<file path="config.mk">
export PLATFORM = sky130hd
export DESIGN_NAME = fetch_redirect_unit
export DESIGN_NICKNAME = d
export VERILOG_FILES = /design/src/rtl/fetch_redirect_unit.sv
export SDC_FILE = /design/constraint.sdc
export NUM_CORES = 1
export LEC_CHECK = 0
export ABC_AREA = 1
export CORE_MARGIN = 2
export CORE_UTILIZATION = 25
export CTS_CLUSTER_DIAMETER = 200
export DETAILED_ROUTE_END_ITERATION = 8
export PLACE_DENSITY = 0.5
export RECOVER_POWER = 100
export SYNTH_ARGS = -nofsm -noshare
export SYNTH_HDL_FRONTEND = slang
export SYNTH_SLANG_ARGS = --single-unit
export TNS_END_PERCENT = 20
</file>
<file path="constraint.sdc">
create_clock -name CLK -period 1.35 [get_ports CLK]
set_input_delay 0.27 -clock CLK [delete_from_list [all_inputs] [get_ports CLK]]
set_output_delay 0.27 -clock CLK [all_outputs]
set_load 0.01 [all_outputs]
</file>
<file path="src/rtl/fetch_redirect_unit.sv">
// Fetch redirect unit: PC register and IF/ID pipeline register.
// Taken branches and jumps resolved in EX redirect the PC, and the
// wrong-path IF/ID contents are replaced by a bubble. When the instruction
// memory is busy, a redirect is parked in PENDING until the memory is free.
module fetch_redirect_unit #(
  parameter logic [31:0] RESET_VECTOR = 32'h0000_0000,
  parameter logic [31:0] NOP_INSTR    = 32'h0000_0013,
  parameter int unsigned CNT_WIDTH    = 16
) (
  input  logic                 CLK,
  input  logic                 RESET,
  input  logic                 BRANCH_SELECT,
  input  logic [31:0]          TARGET_ADDRESS,
  input  logic                 STALL,
  input  logic                 IMEM_BUSY,
  input  logic [31:0]          INSTRUCTION,
  output logic [31:0]          PC,
  output logic [31:0]          IFID_PC,
  output logic [31:0]          IFID_PC_PLUS_4,
  output logic [31:0]          IFID_INSTRUCTION,
  output logic                 IFID_VALID,
  output logic                 FLUSH,
  output logic                 MISALIGNED,
  output logic [CNT_WIDTH-1:0] REDIRECT_COUNT
);

  typedef enum logic [0:0] {
    ST_RUN     = 1'b0,
    ST_PENDING = 1'b1
  } state_t;

  typedef struct packed {
    logic [31:0] pc;
    logic [31:0] pc_plus_4;
    logic [31:0] instr;
    logic        valid;
  } ifid_t;

  localparam logic [CNT_WIDTH-1:0] CNT_ONE = {{(CNT_WIDTH-1){1'b0}}, 1'b1};

  // Empty IF/ID slot: carries a NOP and is marked invalid.
  function automatic ifid_t bubble();
    ifid_t b;
    b.pc        = 32'h0000_0000;
    b.pc_plus_4 = 32'h0000_0004;
    b.instr     = NOP_INSTR;
    b.valid     = 1'b0;
    return b;
  endfunction

  state_t               state_r,         state_s;
  logic [31:0]          pc_r,            pc_s;
  logic [31:0]          pend_target_r,   pend_target_s;
  ifid_t                ifid_r,          ifid_s;
  logic                 misaligned_r,    misaligned_s;
  logic [CNT_WIDTH-1:0] redirect_count_r, redirect_count_s;
  logic [31:0]          aligned_target_s;

  assign aligned_target_s = {TARGET_ADDRESS[31:2], 2'b00};

  // Next-state and next-register computation; redirect > stall > busy > fetch.
  always_comb begin
    state_s          = state_r;
    pc_s             = pc_r;
    pend_target_s    = pend_target_r;
    ifid_s           = ifid_r;
    misaligned_s     = 1'b0;
    redirect_count_s = redirect_count_r;
    case (state_r)
      ST_RUN: begin
        if (BRANCH_SELECT) begin
          ifid_s       = bubble();
          misaligned_s = |TARGET_ADDRESS[1:0];
          if (IMEM_BUSY) begin
            // Memory cannot take the new address yet: park the target.
            pend_target_s = aligned_target_s;
            state_s       = ST_PENDING;
          end else begin
            pc_s             = aligned_target_s;
            redirect_count_s = redirect_count_r + CNT_ONE;
          end
        end else if (STALL) begin
          ifid_s = ifid_r;
        end else if (IMEM_BUSY) begin
          ifid_s = bubble();
        end else begin
          ifid_s.pc        = pc_r;
          ifid_s.pc_plus_4 = pc_r + 32'd4;
          ifid_s.instr     = INSTRUCTION;
          ifid_s.valid     = 1'b1;
          pc_s             = pc_r + 32'd4;
        end
      end
      ST_PENDING: begin
        // Stalls and further redirects are ignored until the target lands.
        ifid_s = bubble();
        if (IMEM_BUSY) begin
          state_s = ST_PENDING;
        end else begin
          pc_s             = pend_target_r;
          redirect_count_s = redirect_count_r + CNT_ONE;
          state_s          = ST_RUN;
        end
      end
      default: begin
        state_s = ST_RUN;
        ifid_s  = bubble();
      end
    endcase
  end

  // State and pipeline registers with synchronous reset.
  always_ff @(posedge CLK) begin
    if (RESET) begin
      state_r          <= ST_RUN;
      pc_r             <= RESET_VECTOR;
      pend_target_r    <= 32'h0000_0000;
      ifid_r           <= bubble();
      misaligned_r     <= 1'b0;
      redirect_count_r <= {CNT_WIDTH{1'b0}};
    end else begin
      state_r          <= state_s;
      pc_r             <= pc_s;
      pend_target_r    <= pend_target_s;
      ifid_r           <= ifid_s;
      misaligned_r     <= misaligned_s;
      redirect_count_r <= redirect_count_s;
    end
  end

  assign PC               = pc_r;
  assign IFID_PC          = ifid_r.pc;
  assign IFID_PC_PLUS_4   = ifid_r.pc_plus_4;
  assign IFID_INSTRUCTION = ifid_r.instr;
  assign IFID_VALID       = ifid_r.valid;
  assign MISALIGNED       = misaligned_r;
  assign REDIRECT_COUNT   = redirect_count_r;
  // The flush has to reach ID/EX in the same cycle the branch resolves.
  assign FLUSH            = BRANCH_SELECT & ~RESET;

endmodule
</file>
==> flow_metrics.py, run 1 <==
metrics = {
    "floorplan": {
        "die_h_microns": 176,
        "die_area_sq_mm": 0.0310,
        "initial_core_util_pct": 25.2,
        "ioPinCount": 216,
        "std_cell_rows": 63,
        "core_sq_mm": 0.0294,
        "die_x_microns": 176,
    },
    "placed_design": {
        "dpl.cell_count": 1699,
        "dp_hpwl_microns": 19100,
        "place_congestion": 0.846,
        "place_ws_ps": -635,
        "portBuffers": 213,
    },
    "synth": {
        "yosysSeqAreaShare_pct": 46.5,
        "ys_ff_latch": 172,
        "netlist_area_sq_mm": 0.00741,
        "syn_inst": 1024,
        "syn_avg_cell_area_sq_um": 7.24,
        "ys_warn_count": 0,
        "synth_cell_type_count": 39,
    },
    "sta": {
        "fin_crit_sh_pct": 115,
        "clock_skew_ps": 13.6,
        "maxSlewViolCount": 0,
        "max_freq_mhz": 646,
        "period_minus_slack_ps": 1550,
        "setup_viol": 108,
        "fin_hold_ws_ps": 148,
        "final.setup.worst_slack_ps": -199,
        "timing.slew.headroom_pct": 56.3,
        "hold_viol_final": 0,
        "rsz0062_at_grt": "yes",
        "worst_pin_slew_ps": 656,
    },
    "worst_setup_path": {
        "cp_cell_sequence": "ha_4 > nand2_4 > nor2_4 > nand2_4 > nor2_4 > xor2_2 > nand2_1 > a21oi_2",
        "crit_end": "IFID_PC_PLUS_4[18]",
        "cp_max_fo": 5,
        "worst-r2r-cell-count": 8,
        "r2r-start": "PC[3]",
        "critical_path_class": "flop to flop",
        "r2r_slack_ps": -200,
        "crit_path_max_incr_delay_ps": 390,
        "cpMaxStageDelayCell": "dfxtp_4",
        "critPathLaunch": "PC[3]",
        "cp.arrival_ps": 1920,
        "critPathLaunchType": "flop",
        "r2r_end": "IFID_PC_PLUS_4[18]",
        "cp-end-kind": "flop",
        "cp.required_ps": 1720,
    },
    "global_route": {
        "grt_pass1_wl_microns": 40400,
        "grt_overflow": 0,
        "grt_pass1_vias": 7166,
        "grt_start_max_net_pins": 58,
        "antenna_found_initial": 0,
        "track_usage_pct": 16.6,
    },
    "finish": {
        "multi_input_area_sq_mm": 0.00419,
        "final_common_cell": "nand2_1",
        "fin_nets": 1426,
        "mostFrequentLayoutCells": "nand2_1, a21oi_1, dfxtp_1",
        "regArea_sq_mm": 0.00354,
        "finalNonFillerCells": 1758,
        "syn_to_final_growth_pct": 69.1,
        "fill_cells": 2977,
        "diodes": 0,
        "drive_above_1_share_pct": 35.2,
    },
    "cts": {
        "htree_levels": 4,
        "path_clk_slew_ps": 80,
        "numCtsBuffers": 17,
        "root_buffer": "clkbuf_16",
        "cts_tree": "done",
        "cts_max_path_buffers": 2,
        "holdBufCountCts": 0,
        "clk-insertion-delay-late_ps": 440,
        "cts_sinks": 172,
    },
    "detailed_routing": {
        "met1_length_microns": 13900,
        "totalWireLength_microns": 27900,
        "vias_per_cell": 4.52,
        "post_drt_wl_per_cell_microns": 15.9,
        "wl_met3_microns": 1220,
        "vias": 7950,
        "first_pass_iters": 5,
        "top_layer_used": "met4",
        "wl_met2_microns": 12400,
        "drt_iter0_drc": 529,
        "ant_nets": 0,
        "drc_errors": 0,
    },
    "power_and_ir_drop": {
        "powerDensity_mw_per_mm2": 1010,
        "ir_drop_v": 0.000779,
        "switching_share_pct": 29.9,
        "pwr-share-seq_pct": 43.0,
        "clock_power_share_pct": 39.9,
        "p_sw_w": 0.00377,
        "pwr-share-comb_pct": 17.1,
        "cell_internal_pwr_w": 0.00885,
        "p_leak_nw": 4.91,
    },
    "status": {
        "status": "complete, but fails checks",
        "failed_checks": "negative setup slack",
    },
    "hold_path": {
        "min_path_type": "input pin to flop",
    },
    "flow_run": {
        "maxCapViolations": 0,
    },
}
cell usage after synthesis:
library cell  number  area [sq um]
clkbuf_1          29           109
o22ai_1            4          25.0
o21a_1             1          7.51
nand3_1           33           165
nor3b_1            1          7.51
a211oi_1           3          22.5
o21ai_0           52           260
nor2_4             4          45.0
a21oi_1          159           796
nand2_1          343          1290
conb_1             1          3.75
inv_2              2          7.51
nand3b_1           5          37.5
a31oi_1            1          6.26
buf_1              3          11.3
o21bai_1           2          15.0
xnor2_1            3          26.3
nor3_1             1          5.00
dfxtp_1          172          3440
buf_6              4          45.0
nor2_8             1          20.0
nor2_2             4          25.0
ha_1               2          25.0
or2_2              4          25.0
a22oi_1            1          7.51
nand2_2            1          6.26
inv_4              1          6.26
xor2_1             7          61.3
inv_1             52           195
clkinv_2           1          5.00
and2_1             1          6.26
clkinv_1           1          3.75
o221ai_1           1          8.76
a221oi_1          28           245
nor2_1            62           233
nand4_1            4          25.0
buf_4              7          52.6
buf_2             20           100
nand2_4            3          33.8
per-layer routing:
metal  track usage (%)  up-vias
met4              4.68        0
met2              24.8      178
met1              24.5     3712
met5                 0        -
met3              2.73       20
li1                  -     4040
cell families (layout without fill, tap and decap cells):
family          after synthesis  after routing  share of synthesized area [%]
compound gates              252            252                           18.8
xor+xnor                     10             10                           1.18
fa+ha+maj                     2              2                          0.338
buf+inv                     120            463                           7.23
flops                       172            172                           46.5
other cells                   1              2                         0.0506
simple gates                467            467                           25.9
final cells by class:
class	count	share of cell area [%]
clock buffers	17	3.39
clock inverters	15	1.55
inverters	57	1.97
multi-input cells	733	33.4
flip-flops and latches	172	28.3
well taps	390	3.89
repair buffers	373	27.4
repair inverters	1	0.0899
power groups by stage:
stage	Combinational [W]	Clock, W	Sequential [W]
6_report	0.00216	0.00503	0.00542
2_1_floorplan	0.000653	0	0.00559
5_1_grt	0.00233	0.00538	0.00545
4_1_cts	0.00186	0.00517	0.00541
3_5_place_dp	0.00185	0	0.00552
3_3_place_gp	0.00185	0	0.00551
worst max-delay path, delay by kind of cell, from the launching register on:
kind,cells,cell delay (ps)
AOI/OAI and AO/OA,1,110
xor gates and xnor gates,1,240
adders and majority gates,1,160
DFF,1,390
and+or+nand+nor,5,590
state kept, by name (all words and copies together) (netlist names):
signal	count
MISALIGNED	1
IFID_INSTRUCTION	32
REDIRECT_COUNT	16
IFID_PC	31
state_r	1
IFID_VALID	1
pend_target_r	30
IFID_PC_PLUS_4	30
PC	30
per-stage QoR:
step / total power (W) / setup TNS [ps] / instance area, sq um / util [%]
2_1_floorplan: 0.00624 / -721 / 7480 / -
3_3_place_gp: 0.00736 / -84030 / 10900 / 37.1
3_5_place_dp: 0.00737 / -87580 / 10900 / 37.1
4_1_cts: 0.0124 / -4140 / 11700 / 39.7
5_1_grt: 0.0132 / -17280 / 12500 / 42.6
6_report: 0.0126 / -5760 / 12500 / 42.6
worst min path at each step:
stage                                     end  cells after the start             start
after floorplan           IFID_INSTRUCTION[0]                      2    INSTRUCTION[0]
after global placement       pend_target_r[9]                      2  pend_target_r[9]
after detailed placement     pend_target_r[9]                      2  pend_target_r[9]
after CTS                          MISALIGNED                      4             RESET
after global routing               MISALIGNED                      4             RESET
final                              MISALIGNED                      4             RESET
repair_timing:
action | 4_1_cts | 5_1_grt
pin swaps | 17 | 62
gates cloned | 0 | 9
resized for setup | 398 | 303
buffers inserted | 11 | 11
endpoints found under the setup margin | 305 | 248
Note: power is estimated with default switching activity, not from simulation.
==> run 2, diff against run 1 <==
CORE_MARGIN = not set   (was 2)
PLACE_DENSITY = not set   (was 0.5)
PLACE_DENSITY_LB_ADDON = 0.2   (was not set)
==> run 2 against run 1 <==
Effect of this change:
- the run still ends with negative setup slack left
- routed wire length up 0.13%
- total power about the same
- combinational power about the same
- non-clock buffer count up 5
- core utilization up 1.0 points
- global-route usage up 0.89 points
- sequential share of layout area down 0.27 points
- die area down 2.3%
- sequential cell count unchanged
- cell area up 0.81%
- via count up 0.97%
- setup slack better by 7.5 ps
- largest cell class unchanged
==> flow_metrics.py, run 2 (synthesized netlist as in run 1, its figures left out) <==
metrics = {
    "status": {
        "status": "complete, but fails checks",
        "failed_checks": "negative setup slack",
    },
    "placed_design": {
        "place_congestion": 0.870,
        "dp_hpwl_microns": 18900,
        "place_ws_ps": -641,
        "portBuffers": 213,
    },
    "global_route": {
        "grt_start_max_net_pins": 56,
        "track_usage_pct": 17.5,
        "grt_pass1_vias": 7389,
        "grt_overflow": 0,
        "antenna_found_initial": 0,
        "grt_pass1_wl_microns": 41700,
    },
    "finish": {
        "mostFrequentLayoutCells": "nand2_1, dfxtp_1, a21oi_1",
        "largest_reg_flops": 32,
        "syn_to_final_growth_pct": 70.5,
        "fin_nets": 1431,
        "diodes": 0,
        "drive_above_1_share_pct": 33.7,
        "final_common_cell": "nand2_1",
    },
    "power_and_ir_drop": {
        "p_leak_nw": 4.88,
        "pwr-share-seq_pct": 43.0,
        "clock_power_share_pct": 39.7,
        "cell_internal_pwr_w": 0.00883,
        "pwr-share-comb_pct": 17.3,
        "ir_drop_v": 0.000933,
        "switching_share_pct": 30.0,
        "powerDensity_mw_per_mm2": 999,
        "p_sw_w": 0.00379,
    },
    "floorplan": {
        "die_h_microns": 174,
        "core_sq_mm": 0.0289,
        "die_x_microns": 174,
        "ioPinCount": 216,
        "initial_core_util_pct": 25.6,
        "std_cell_rows": 62,
        "die_area_sq_mm": 0.0303,
    },
    "sta": {
        "timing.slew.headroom_pct": 63.0,
        "final.setup.worst_slack_ps": -192,
        "hold_viol_final": 0,
        "worst_pin_slew_ps": 555,
        "rsz0062_at_grt": "yes",
        "fin_hold_ws_ps": 109,
        "maxSlewViolCount": 0,
        "max_freq_mhz": 649,
        "setup_viol": 132,
        "period_minus_slack_ps": 1540,
        "clock_skew_ps": 14.3,
        "fin_crit_sh_pct": 114,
    },
    "detailed_routing": {
        "first_pass_iters": 5,
        "vias_per_cell": 4.57,
        "vias": 8027,
        "totalWireLength_microns": 27900,
        "post_drt_wl_per_cell_microns": 15.9,
        "ant_nets": 0,
        "drt_iter0_drc": 548,
        "drc_errors": 0,
    },
    "worst_setup_path": {
        "cp.required_ps": 1660,
        "worst-r2r-cell-count": 10,
        "critical_path_class": "flop to flop",
        "cp-end-kind": "flop",
        "r2r_slack_ps": -190,
        "cp_max_fo": 6,
        "critPathLaunchType": "flop",
        "r2r_end": "IFID_PC_PLUS_4[28]",
        "cp.arrival_ps": 1850,
        "r2r-start": "PC[3]",
    },
    "flow_run": {
        "maxCapViolations": 0,
    },
    "cts": {
        "cts_sinks": 172,
        "path_clk_slew_ps": 80,
        "holdBufCountCts": 0,
        "numCtsBuffers": 17,
        "cts_tree": "done",
        "root_buffer": "clkbuf_16",
        "cts_max_path_buffers": 2,
        "clk-insertion-delay-late_ps": 440,
        "htree_levels": 4,
    },
    "hold_path": {
        "worstHoldEndpoint": "MISALIGNED",
        "min_path_type": "input pin to flop",
        "hold_path_startpoint": "RESET",
        "worstHoldPathCells": 4,
    },
}
==> run 2: changes by cell type in the layout (fill, tap and decap cells not counted), sizes merged <==
cell	previous run	this run
clkdlybuf4s15	54	62
clkinvlp	0	1
clkbuf	59	56
inv	61	63
clkinv	12	9
dlygate4sd2	24	27
buf	187	184
==> run 2: repair_timing <==
| action | in CTS | in global routing |
|---|---|---|
| buffers inserted | 7 | 23 |
| gates resized for setup | 414 | 298 |
| pin swaps | 17 | 63 |
| setup endpoints to repair | 310 | 241 |
| hold endpoints to repair | 0 | 0 |
| gates cloned | 0 | 6 |
==> run 2: area by class of cell <==
class                      count  area [sq um]
inverter                      57           239
sequential                   172          3540
timing repair inverter         1          11.3
clock inverter                15           173
timing repair buffer         378          3500
tap                          384           480
fill                        2907         16300
multi-input combinational    733          4270
clock buffer                  17           425
==> run 2: through the flow <==
stage / TNS [ps] / power (W) / cell area [sq um] / std cells / utilization [%]
6_report: -13230 / 0.0126 / 12600 / 1757 / 43.7
4_1_cts: -4730 / 0.0124 / 11600 / 1728 / 40.2
3_5_place_dp: -88700 / 0.00735 / 10800 / 1689 / 37.5
2_1_floorplan: -721 / 0.00624 / 7480 / 1025 / -
5_1_grt: -26310 / 0.0132 / 12600 / 1757 / 43.7
3_3_place_gp: -86200 / 0.00734 / 10800 / 1689 / 37.5
==> run 2: routing by layer <==
layer / vias to the layer above / global-route usage [%] / wire (microns)
li1: 4062 / - / -
met1: 3740 / 25.7 / 14100
met2: 210 / 26.2 / 12300
met3: 15 / 2.89 / 1260
met4: 0 / 4.61 / 270
met5: - / 0 / 0
==> run 2: how the worst max path moves through the flow <==
| stage | from | endpoint |
|---|---|---|
| floorplan | state_r | IFID_PC[26] |
| global placement | BRANCH_SELECT | PC[10] |
| detailed placement | BRANCH_SELECT | PC[10] |
| CTS | PC[3] | IFID_PC_PLUS_4[30] |
| global route | PC[3] | PC[18] |
| finish | PC[3] | IFID_PC_PLUS_4[28] |
==> run 2: worst max-delay path: stages (launching register included) <==
cell and delay [ps]:
dfxtp_4 390, ha_4 150, nand2_4 60, nor2_4 150, nand2_4 110, nor2_4 190
nand2_1 80, nand2_1 80, nand2_2 80, nand2_1 70, a21oi_1 50
==> run 2: power groups by stage <==
stage | registers, W | clock network (W) | logic (W)
floorplan | 0.00559 | 0 | 0.000653
global placement | 0.00553 | 0 | 0.00182
detailed placement | 0.00553 | 0 | 0.00182
CTS | 0.00541 | 0.00517 | 0.00184
global route | 0.00545 | 0.00538 | 0.00235
finish | 0.00543 | 0.00502 | 0.00218
==> run 3, diff against run 2 <==
GPL_TIMING_DRIVEN = 0   (was not set)
REMOVE_ABC_BUFFERS = 1   (was not set)
==> run 3 against run 2 <==
Effect of this change:
- the run still ends with negative setup slack left
- critical path type unchanged
- register-to-register slack barely moved
- clock power rose by 3%
- critical endpoint is now IFID_PC_PLUS_4[18]
- highest routed layer unchanged
- count of clock-buffer cells in the layout unchanged
==> flow_metrics.py, run 3 (synthesized netlist as in run 1, its figures left out) <==
metrics = {
    "placed_design": {
        "place_congestion": 0.744,
        "dp_hpwl_microns": 16000,
        "portBuffers": 213,
        "dpl.cell_count": 1561,
    },
    "global_route": {
        "grt_start_max_net_pins": 75,
        "grt_pass1_wl_microns": 47400,
        "track_usage_pct": 21.0,
        "grt_overflow": 0,
        "antenna_found_initial": 0,
        "grt_pass1_vias": 7633,
    },
    "detailed_routing": {
        "post_drt_wl_per_cell_microns": 20.7,
        "ant_nets": 0,
        "drc_errors": 0,
        "first_pass_iters": 5,
        "drt_iter0_drc": 570,
        "vias": 8212,
        "vias_per_cell": 4.81,
        "totalWireLength_microns": 35300,
    },
    "hold_path": {
        "hold_path_startpoint": "RESET",
        "min_path_type": "input pin to flop",
        "worstHoldPathCells": 2,
        "worstHoldEndpoint": "IFID_PC_PLUS_4[23]",
    },
    "flow_run": {
        "maxCapViolations": 0,
    },
    "sta": {
        "max_freq_mhz": 643,
        "rsz0062_at_grt": "yes",
        "fin_crit_sh_pct": 115,
        "setup_viol": 156,
        "maxSlewViolCount": 0,
        "timing.slew.headroom_pct": 59.6,
        "clock_skew_ps": 14.3,
        "fin_hold_ws_ps": 244,
        "hold_viol_final": 0,
        "worst_pin_slew_ps": 605,
        "final.setup.worst_slack_ps": -206,
        "period_minus_slack_ps": 1560,
    },
    "power_and_ir_drop": {
        "p_leak_nw": 5.21,
        "ir_drop_v": 0.000760,
        "powerDensity_mw_per_mm2": 987,
    },
    "cts": {
        "numCtsBuffers": 17,
        "cts_max_path_buffers": 2,
        "root_buffer": "clkbuf_16",
        "cts_tree": "done",
        "holdBufCountCts": 0,
        "path_clk_slew_ps": 80,
        "clk-insertion-delay-late_ps": 450,
        "cts_sinks": 172,
        "htree_levels": 4,
    },
    "floorplan": {
        "die_area_sq_mm": 0.0303,
        "initial_core_util_pct": 25.6,
        "ioPinCount": 216,
        "die_h_microns": 174,
        "std_cell_rows": 62,
        "die_x_microns": 174,
        "core_sq_mm": 0.0289,
    },
    "finish": {
        "finalNonFillerCells": 1706,
        "final_common_cell": "nand2_1",
        "largest_reg_flops": 32,
        "mostFrequentLayoutCells": "nand2_1, dfxtp_1, a21oi_1",
        "regArea_sq_mm": 0.00359,
        "multi_input_area_sq_mm": 0.00467,
        "syn_to_final_growth_pct": 78.9,
        "drive_above_1_share_pct": 36.7,
        "diodes": 0,
        "fin_nets": 1380,
        "fill_cells": 2828,
    },
    "worst_setup_path": {
        "r2r-start": "PC[2]",
        "critPathLaunchType": "flop",
        "cp_max_fo": 5,
        "worst-r2r-cell-count": 8,
        "r2r_slack_ps": -210,
        "cp.required_ps": 1720,
        "critical_path_class": "flop to flop",
        "cp.arrival_ps": 1930,
        "r2r_end": "IFID_PC_PLUS_4[18]",
        "cp-end-kind": "flop",
    },
    "status": {
        "failed_checks": "negative setup slack",
        "status": "complete, but fails checks",
    },
}
==> run 3: cell count changes in the layout (fill, tap and decap cells not counted), moves of 9 or more <==
cell	change
nand2_2	+32
a21oi_1	-20
dlygate4sd2_1	+9
dfxtp_2	-10
clkinv_16	+10
dfxtp_4	+16
buf_6	-17
buf_4	-78
nand2_1	-60
a21oi_2	+20
nand2_4	+25
buf_2	+11
==> run 3: power breakdown <==
part | switching, W | internal [W]
registers | 0.000251 | 0.00525
logic | 0.00133 | 0.00107
clock network | 0.00253 | 0.00266
total | 0.00412 | 0.00898
==> run 3: final cells by class <==
| class | instances | area share, % |
|---|---|---|
| Multi-Input combinational cell | 737 | 35.2 |
| Sequential cell | 172 | 27.0 |
| Tap cell | 384 | 3.62 |
| Clock inverter | 15 | 1.33 |
| Timing Repair Buffer | 306 | 24.3 |
| Clock buffer | 17 | 3.21 |
| Timing Repair inverter | 18 | 3.04 |
| Inverter | 57 | 2.26 |
==> run 3: worst max-delay path: stages, from the launching register on <==
cell and delay [ps]:
dfxtp_4 380, ha_4 150, nand2_4 60, nor2_4 150, nand2_4 120, nor2_4 220
xor2_2 190, nand2_1 80, a21oi_2 130
==> run 3: timing repair <==
item                                    4_1_cts  5_1_grt
gates resized for setup                     569      268
endpoints found under the hold margin         0        0
setup buffers                                45       30
endpoints found under the setup margin      316      264
cloned                                       24       14
pin swaps                                    60       61
==> run 3: metal layers <==
metal / GRT usage, % / wire, microns / up-vias
li1: - / - / 3960
met1: 26.2 / 15000 / 3928
met2: 35.7 / 17100 / 277
met3: 5.01 / 2280 / 47
met4: 5.96 / 860 / 0
met5: 0 / 0 / -
==> run 3: through the flow <==
step	setup TNS, ps	instance area, sq um	setup WS (ps)	power, W	utilization [%]
after CTS	-27280	12100	-258	0.0127	41.9
after floorplan	-185860	7100	-1550	0.00611	-
after global routing	-29050	13300	-263	0.0136	45.8
final	-18500	13300	-206	0.0131	45.8
after global placement	-796130	9710	-7100	0.00696	33.6
after detailed placement	-325310	9780	-2340	0.00698	33.8
==> run 3: worst max-delay path by stage <==
| stage | end | cells past startpoint | from | slack, ps |
|---|---|---|---|---|
| 6_report | IFID_PC_PLUS_4[18] | 8 | PC[2] | -210 |
| 4_1_cts | pend_target_r[5] | 7 | state_r | -260 |
| 5_1_grt | IFID_PC_PLUS_4[22] | 10 | PC[3] | -260 |
| 2_1_floorplan | pend_target_r[10] | 6 | state_r | -1550 |
| 3_3_place_gp | pend_target_r[3] | 4 | RESET | -7100 |
| 3_5_place_dp | IFID_PC_PLUS_4[15] | 9 | BRANCH_SELECT | -2340 |
